**src/rtl/pc_gen_pkg.sv**
```systemverilog
// Shared types for the fetch PC generator: FSM state encoding and BTB entry record.
package pc_gen_pkg;

    // Wide enough for the tag and target of any supported PC width.
    localparam int PC_FIELD_W = 64;

    typedef enum logic [1:0] {
        BOOT   = 2'd0,
        RUN    = 2'd1,
        HALTED = 2'd2
    } pc_state_t;

    typedef struct packed {
        logic                  valid;
        logic [PC_FIELD_W-1:0] tag;
        logic [PC_FIELD_W-1:0] target;
    } btb_entry_t;

endpackage

```
**src/rtl/pc_btb.sv**
```systemverilog
// Direct-mapped branch target buffer: combinational lookup, write at the clock edge.
module pc_btb
    import pc_gen_pkg::*;
#(
    parameter int XLEN  = 32,
    parameter int DEPTH = 8
) (
    input  logic            clk,
    input  logic            rst,
    input  logic [XLEN-1:0] lookup_pc,
    output logic            hit,
    output logic [XLEN-1:0] target,
    input  logic            upd_valid,
    input  logic [XLEN-1:0] upd_pc,
    input  logic [XLEN-1:0] upd_target
);

    localparam int IDXW = $clog2(DEPTH);
    localparam int TAGW = XLEN - IDXW - 2;

    logic [TAGW-1:0]  tag_mem [DEPTH];
    logic [XLEN-1:0]  tgt_mem [DEPTH];
    logic [DEPTH-1:0] valid_bits;

    logic [IDXW-1:0] rd_idx;
    logic [IDXW-1:0] wr_idx;
    btb_entry_t      rd_entry;

    assign rd_idx = lookup_pc[IDXW+1:2];
    assign wr_idx = upd_pc[IDXW+1:2];

    // Valid bits live in flops so reset can clear every entry at once.
    always_ff @(posedge clk or negedge rst) begin
        if (!rst) begin
            valid_bits <= '0;
        end else if (upd_valid) begin
            valid_bits[wr_idx] <= 1'b1;
        end
    end

    always_ff @(posedge clk) begin
        if (upd_valid) begin
            tag_mem[wr_idx] <= upd_pc[XLEN-1:IDXW+2];
            tgt_mem[wr_idx] <= upd_target;
        end
    end

    always_comb begin
        rd_entry        = '0;
        rd_entry.valid  = valid_bits[rd_idx];
        rd_entry.tag    = PC_FIELD_W'(tag_mem[rd_idx]);
        rd_entry.target = PC_FIELD_W'(tgt_mem[rd_idx]);
    end

    assign hit    = rd_entry.valid && (rd_entry.tag == PC_FIELD_W'(lookup_pc[XLEN-1:IDXW+2]));
    assign target = rd_entry.target[XLEN-1:0];

    wire unused_bits = ^{lookup_pc[1:0], upd_pc[1:0], rd_entry.target};

endmodule

```
**src/rtl/pc_gen.sv**
```systemverilog
// Fetch PC generator with trap/redirect/halt control and optional BTB prediction.
// Define PC_GEN_BTB_EN to build the branch target buffer.
module pc_gen
    import pc_gen_pkg::*;
#(
    parameter int              XLEN         = 32,
    parameter logic [XLEN-1:0] RESET_VECTOR = '0,
    parameter int              INC          = 4,
    parameter int              BTB_DEPTH    = 8
) (
    input  logic            clk,
    input  logic            rst,
    input  logic            pc_write,
    input  logic            redirect_valid,
    input  logic [XLEN-1:0] redirect_pc,
    input  logic            trap_valid,
    input  logic [XLEN-1:0] trap_vector,
    input  logic            halt_req,
    input  logic            btb_upd_valid,
    input  logic [XLEN-1:0] btb_upd_pc,
    input  logic [XLEN-1:0] btb_upd_target,
    output logic [XLEN-1:0] pc_out,
    output logic            pc_valid,
    output logic            pred_taken,
    output logic            misalign
);

    pc_state_t       state;
    logic            btb_hit;
    logic [XLEN-1:0] btb_target;
    logic [XLEN-1:0] seq_pc;
    logic            evt;
    logic [XLEN-1:0] evt_target;

`ifdef PC_GEN_BTB_EN
    pc_btb #(
        .XLEN  (XLEN),
        .DEPTH (BTB_DEPTH)
    ) u_btb (
        .clk        (clk),
        .rst        (rst),
        .lookup_pc  (pc_out),
        .hit        (btb_hit),
        .target     (btb_target),
        .upd_valid  (btb_upd_valid),
        .upd_pc     (btb_upd_pc),
        .upd_target (btb_upd_target)
    );
`else
    assign btb_hit    = 1'b0;
    assign btb_target = '0;
    wire unused_btb = ^{btb_upd_valid, btb_upd_pc, btb_upd_target};
`endif

    assign seq_pc     = btb_hit ? btb_target : pc_out + XLEN'(INC);
    assign evt        = trap_valid | redirect_valid;
    assign evt_target = trap_valid ? trap_vector : redirect_pc;

    always_ff @(posedge clk or negedge rst) begin
        if (!rst) begin
            state      <= BOOT;
            pc_out     <= RESET_VECTOR;
            pc_valid   <= 1'b0;
            pred_taken <= 1'b0;
            misalign   <= 1'b0;
        end else begin
            misalign <= 1'b0;
            case (state)
                BOOT: begin
                    state      <= RUN;
                    pc_valid   <= 1'b1;
                    pred_taken <= 1'b0;
                end
                RUN: begin
                    if (evt) begin
                        pc_out     <= {evt_target[XLEN-1:2], 2'b00};
                        pred_taken <= 1'b0;
                        misalign   <= |evt_target[1:0];
                    end else if (halt_req) begin
                        state    <= HALTED;
                        pc_valid <= 1'b0;
                    end else if (pc_write) begin
                        pc_out     <= seq_pc;
                        pred_taken <= btb_hit;
                    end
                end
                HALTED: begin
                    // Only a trap or redirect wakes fetch; stalls and halts are ignored here.
                    if (evt) begin
                        state      <= RUN;
                        pc_valid   <= 1'b1;
                        pc_out     <= {evt_target[XLEN-1:2], 2'b00};
                        pred_taken <= 1'b0;
                        misalign   <= |evt_target[1:0];
                    end
                end
                default: begin
                    state    <= BOOT;
                    pc_valid <= 1'b0;
                end
            endcase
        end
    end

endmodule

```
**config.mk**
```make
export PLATFORM = sky130hd
export DESIGN_NAME = pc_gen
export DESIGN_NICKNAME = d
export VERILOG_FILES = /design/src/rtl/pc_gen_pkg.sv /design/src/rtl/pc_btb.sv /design/src/rtl/pc_gen.sv
export SDC_FILE = /design/constraint.sdc
export NUM_CORES = 1
export LEC_CHECK = 0
export ABC_CLOCK_PERIOD_IN_PS = 2700
export BUFFER_PORTS_ARGS = -buffer_cell sky130_fd_sc_hd__buf_2
export CORE_ASPECT_RATIO = 0.5
export CORE_MARGIN = 3
export CORE_UTILIZATION = 42
export DETAILED_ROUTE_END_ITERATION = 16
export PLACE_DENSITY = 0.79
export SETUP_SLACK_MARGIN = 0.3
export SYNTH_ARGS = -nofsm -noshare
export SYNTH_HDL_FRONTEND = slang
export SYNTH_HIERARCHICAL = 1
export SYNTH_SLANG_ARGS = --single-unit
```
**constraint.sdc**
```tcl
create_clock -name clk -period 2.7 [get_ports clk]
set_input_delay 0.54 -clock clk [delete_from_list [all_inputs] [get_ports clk]]
set_output_delay 0.54 -clock clk [all_outputs]
set_load 0.01 [all_outputs]
```
# Word-level counts from Yosys, hierarchy flattened
# Cells that the tools add are included.
dict set report op_classes {
  muxes 21
  n_bitwise 1
  n_reduce_logical 8
  add_sub_neg 1
  n_eq_ne 7
}
# operator count
set ops {}
lappend ops {{$mux 32} 5}
lappend ops {{$pmux 32 s2} 1}
lappend ops {{$add 32x3->32 const B} 1}
lappend ops {{$mux 1} 9}
lappend ops {{$reduce_and 4->1} 2}
lappend ops {{$mux 2} 3}
lappend ops {{$ne 2x2->1 const B} 3}
lappend ops {{$ne 3x3->1 const B} 2}
lappend ops {{$pmux 1 s3} 2}
lappend ops {{$pmux 2 s3} 1}
lappend ops {{$reduce_or 2->1} 2}
lappend ops {{$reduce_and 3->1} 1}
lappend ops {{$reduce_bool 3->1} 1}
lappend ops {{$eq 2x1->1 const B} 1}
lappend ops {{$eq 2x2->1 const B} 1}
lappend ops {{$logic_not 2->1} 1}
lappend ops {{$reduce_bool 2->1} 1}
lappend ops {{$or 1x1->1} 1}
dict set report totals {
  output_inout_bits 35
  register_bits 37
  wordCells 43
  inputBits 135
}

# Longest topological paths before layout
dict set report depth {
  ltp_word 5
  depth_mapped 10
  ltp_nobuf 7
}

# Worst setup path before layout
# OpenSTA, ideal clock, no wires.
dict set report synth_timing {
  kind {reg-to-reg}
  from {register state[0]}
  to {register pc_out[31]}
  required_time_ns 2.579
  setup_ns 0.121
  slack_ns 0.494
  path_stages_with_launch 10
  arrival_ns 2.085
  n_path_buf 3
  cell_sequence {dfrtp_1 inv_1 ha_1 nor2b_1 clkbuf_1 a31o_2 clkbuf_1 clkbuf_1 o21ai_0 a22o_1}
}
dict set report synth_between {
  elab_chain_cells 3
}
# item line
set synth_rtl {}
lappend synth_rtl {{from (decl)} pc_gen.sv:28} ;# pc_state_t state;
lappend synth_rtl {{from (signal assigned)} pc_gen.sv:61} ;# state <= BOOT;
lappend synth_rtl {{from (signal assigned)} pc_gen.sv:70} ;# state <= RUN;
lappend synth_rtl {{from (signal assigned)} pc_gen.sv:80} ;# state <= HALTED;
lappend synth_rtl {{$eq 2x1->1 or $eq 2x2->1 (tied branches)} pc_gen.sv:68} ;# case (state)
lappend synth_rtl {{$ne 3x3->1 (no line) (tied with other cells)} -}
lappend synth_rtl {{$reduce_and 4->1 (no line)} -}
lappend synth_rtl {{to (signal assigned)} pc_gen.sv:76} ;# pc_out <= {evt_target[XLEN-1:2], 2'b00};
lappend synth_rtl {{to (signal assigned)} pc_gen.sv:83} ;# pc_out <= seq_pc;
lappend synth_rtl {{to (signal assigned)} pc_gen.sv:92} ;# pc_out <= {evt_target[XLEN-1:2], 2'b00};
lappend synth_rtl {{to (decl)} pc_gen.sv:22} ;# output logic [XLEN-1:0] pc_out,
# Several ways; a longest one is shown, not always the timed one.
# A chain may end at the register's enable or synchronous reset.

# Final worst setup path
dict set report layout_timing {
  from {register pc_out[11]}
  to {register pc_out[30]}
}
dict set report layout_between {
  elab_chain_cells 5
}
# item line
set layout_rtl {}
lappend layout_rtl {{$add 32x3->32} pc_gen.sv:55} ;# assign seq_pc = btb_hit ? btb_target : pc_out + XLEN'(INC);
lappend layout_rtl {{$mux 32} pc_gen.sv:82} ;# end else if (pc_write) begin
lappend layout_rtl {{$mux 32} pc_gen.sv:79} ;# end else if (halt_req) begin
lappend layout_rtl {{$mux 32} pc_gen.sv:75} ;# if (evt) begin
lappend layout_rtl {{$pmux 32 s2} pc_gen.sv:68}
# No other way between the ends. The select of a mux whose other input is x is not followed.

==> flow_summary.toml <==
[sta]
hold_violations = 0
slew_violations = 0
holdWs_ns = 0.338
maxSlewHeadroom_pct = 48.6
fin_skew_ns = 0.00408
setup_viol = 0
finalCriticalPeriod_ns = 2.30
finalSetupTns_ns = 0
final.period_utilization_pct = 85.1
tightest_slew_ns = 0.771
rsz0062_at_grt = "false"
fmax_ghz = 0.435

[floorplanning]
die_h_microns = 60.2
core_sq_mm = 0.00559
die_area_sq_mm = 0.00688
rows = 19
die_width_microns = 114
top_level_ports = 170
initial_core_util_pct = 44.1

[logic_synthesis]
yosys-top-cells-count = "a21oi_1 (37), dfrtp_1 (33), nand2_1 (24), mux2i_1 (16), o21ai_0 (16)"
synth-warning-count = 6
synth_area_leaders = "dfrtp_1 (33%), a21oi_1 (7.5%), mux2i_1 (6.5%)"
ys_seq_elements = 33
ys.flop_type = "dfrtp_1"
yosysUniqueCellTypes = 50
syn_inst = 303
yosysSeqAreaShare_pct = 33.5
synth_area_sq_mm = 0.00247
ys_async_sr_fraction_pct = 100
synth_area_per_cell_sq_um = 8.14
yosysTopAreaCellShare_pct = 33.5
yosysTopAreaCell = "dfrtp_1"
yosysMostFrequentCell = "a21oi_1"
synth_edf_count = 0

[final_layout]
drive_above_1_share_pct = 33.5
n_antenna_cell = 0
nets = 538
syn2layout_area_growth_pct = 30.5

[route]
viasPerCell = 5.81
wl_per_cell_microns = 15.5
drc = 0
drt_iter0_markers = 215
drt_pass1_iterations = 7
wl_microns = 7340
vias = 2746
ant_nets = 0

[job]
drv_cap = 0

[cts]
htreeDepth = 2
cts_tree = "yes"
cts_made_buffers = 5
ctsLongestPathBuffers = 2
cts_sinks = 33
root_buffer = "clkbuf_16"
cts_setup_buffers = 0
clk_pin_slew_ns = 0.05
clk_latency_ns = 0.28

[min_path]
hp-class = "in2async"

[place]
portBuffers = 101
routabilityCongestion = 0.855
dpl.hpwl_microns = 5420

[setup_path]
worst_ep_arrival_time_ns = 2.46
r2r_end = "pc_out[30]"
cp.required_ns = 2.86
crit_path_start_kind = "flip-flop"
critPathCaptureType = "flip-flop"
path_max_fanout = 9
r2r_setup_slack_ns = 0.40
path_class = "reg2reg"
r2r_cells = 5
r2r-start = "pc_out[11]"

[global_route]
first_global_vias = 2424
grt_usage_pct = 20.8
antenna_found_initial = 0
grt_pass1_wl_microns = 11500
overflow = 0
grt_max_degree = 34

[power]
max-vdd-ir-drop_uv = 487
powerDensity_mw_per_mm2 = 1050
p_leak_nw = 1.45

[outcome]
status = "complete, no violations"
## flip-flops by register name, summed over array words and instances, names as in the netlist
signal	flops
state	2
misalign	1
pc_out	30
## routing by layer
metal / wire length, microns / global-route usage, % / vias to the layer above
li1: - / - / 1349
met1: 3320 / 29.5 / 1288
met2: 3470 / 33.4 / 100
met3: 464 / 3.34 / 9
met4: 84 / 5.58 / 0
met5: 0 / 0 / -
## report_power, final
group	total, mW	internal (mW)	leakage (nW)	switching, mW
clock network	0.597	0.390	0.0799	0.207
logic	1.70	0.718	0.994	0.985
registers	1.09	0.748	0.374	0.343
total	3.39	1.86	1.45	1.53
## worst max-delay path, cell delays in order, from the launching register on
cell	delay, ns
dfrtp_1	0.47
nand4_1	0.19
or4_1	0.60
or2_1	0.27
or3_1	0.36
o311a_1	0.29
## stage by stage
step                worst slack [ns]  utilization [%]  instances  area (sq um)  total power, mW
floorplan                      0.494                -        305          2470             2.15
global placement               0.402             54.6        465          3050             2.74
detailed placement             0.414             54.6        465          3050             2.77
CTS                            0.375             57.4        473          3210             3.37
global route                   0.321             57.6        473          3220             3.66
finish                         0.402             57.6        473          3220             3.39
## how the worst max path moves through the flow
| stage | from | to | depth (start not counted) |
|---|---|---|---|
| after floorplan | state[0] | pc_out[31] | 9 |
| after global placement | pc_out[2] | pc_out[30] | 6 |
| after detailed placement | pc_out[2] | pc_out[30] | 6 |
| after CTS | pc_out[2] | pc_out[30] | 6 |
| after global routing | pc_out[11] | pc_out[30] | 5 |
| final | pc_out[11] | pc_out[30] | 5 |
## repair_timing
item | CTS | global route
endpoints found under the setup margin | 0 | 2
gates resized for setup | 0 | 2
hold buffers | 0 | 0
## area by class of cell
type / instances / area (sq um)
clock buffers: 7 / 153
clock inverters: 1 / 5.00
fillers: 532 / 2370
inverters: 10 / 37.5
multi-input cells: 239 / 1530
flip-flops and latches: 33 / 826
well taps: 73 / 91.3
repair buffers: 110 / 573
## cells by family after synthesis
family	synth area share [%]
multiplexers	7.86
adder cells (fa/ha/maj)	2.03
AO/OA/AOI/OAI	29.3
other	0.152
flip-flops	33.5
AND/OR/NAND/NOR	21.6
buffers and inverters	5.53
## cell usage in the layout (no fill, tap or decap), drive strengths merged, types with 2 or more instances in the layout
cell	instances
a2111oi	2
a211oi	3
a21o	2
a21oi	37
a22o	2
a22oi	3
a2bb2oi	3
a311oi	2
a31oi	5
a32o	3
and3	7
and4	2
buf	110
clkbuf	7
conb	3
dfrtp	33
ha	4
inv	10
mux2	3
mux2i	16
nand2	24
nand3	15
nand4	8
nor2	15
nor2b	4
nor3	8
nor4	3
o21ai	16
o221ai	2
o22a	7
o22ai	4
o311a	2
o31ai	11
or2	6
or3	4
or4	5
Note: power is estimated with default switching activity, not from simulation.
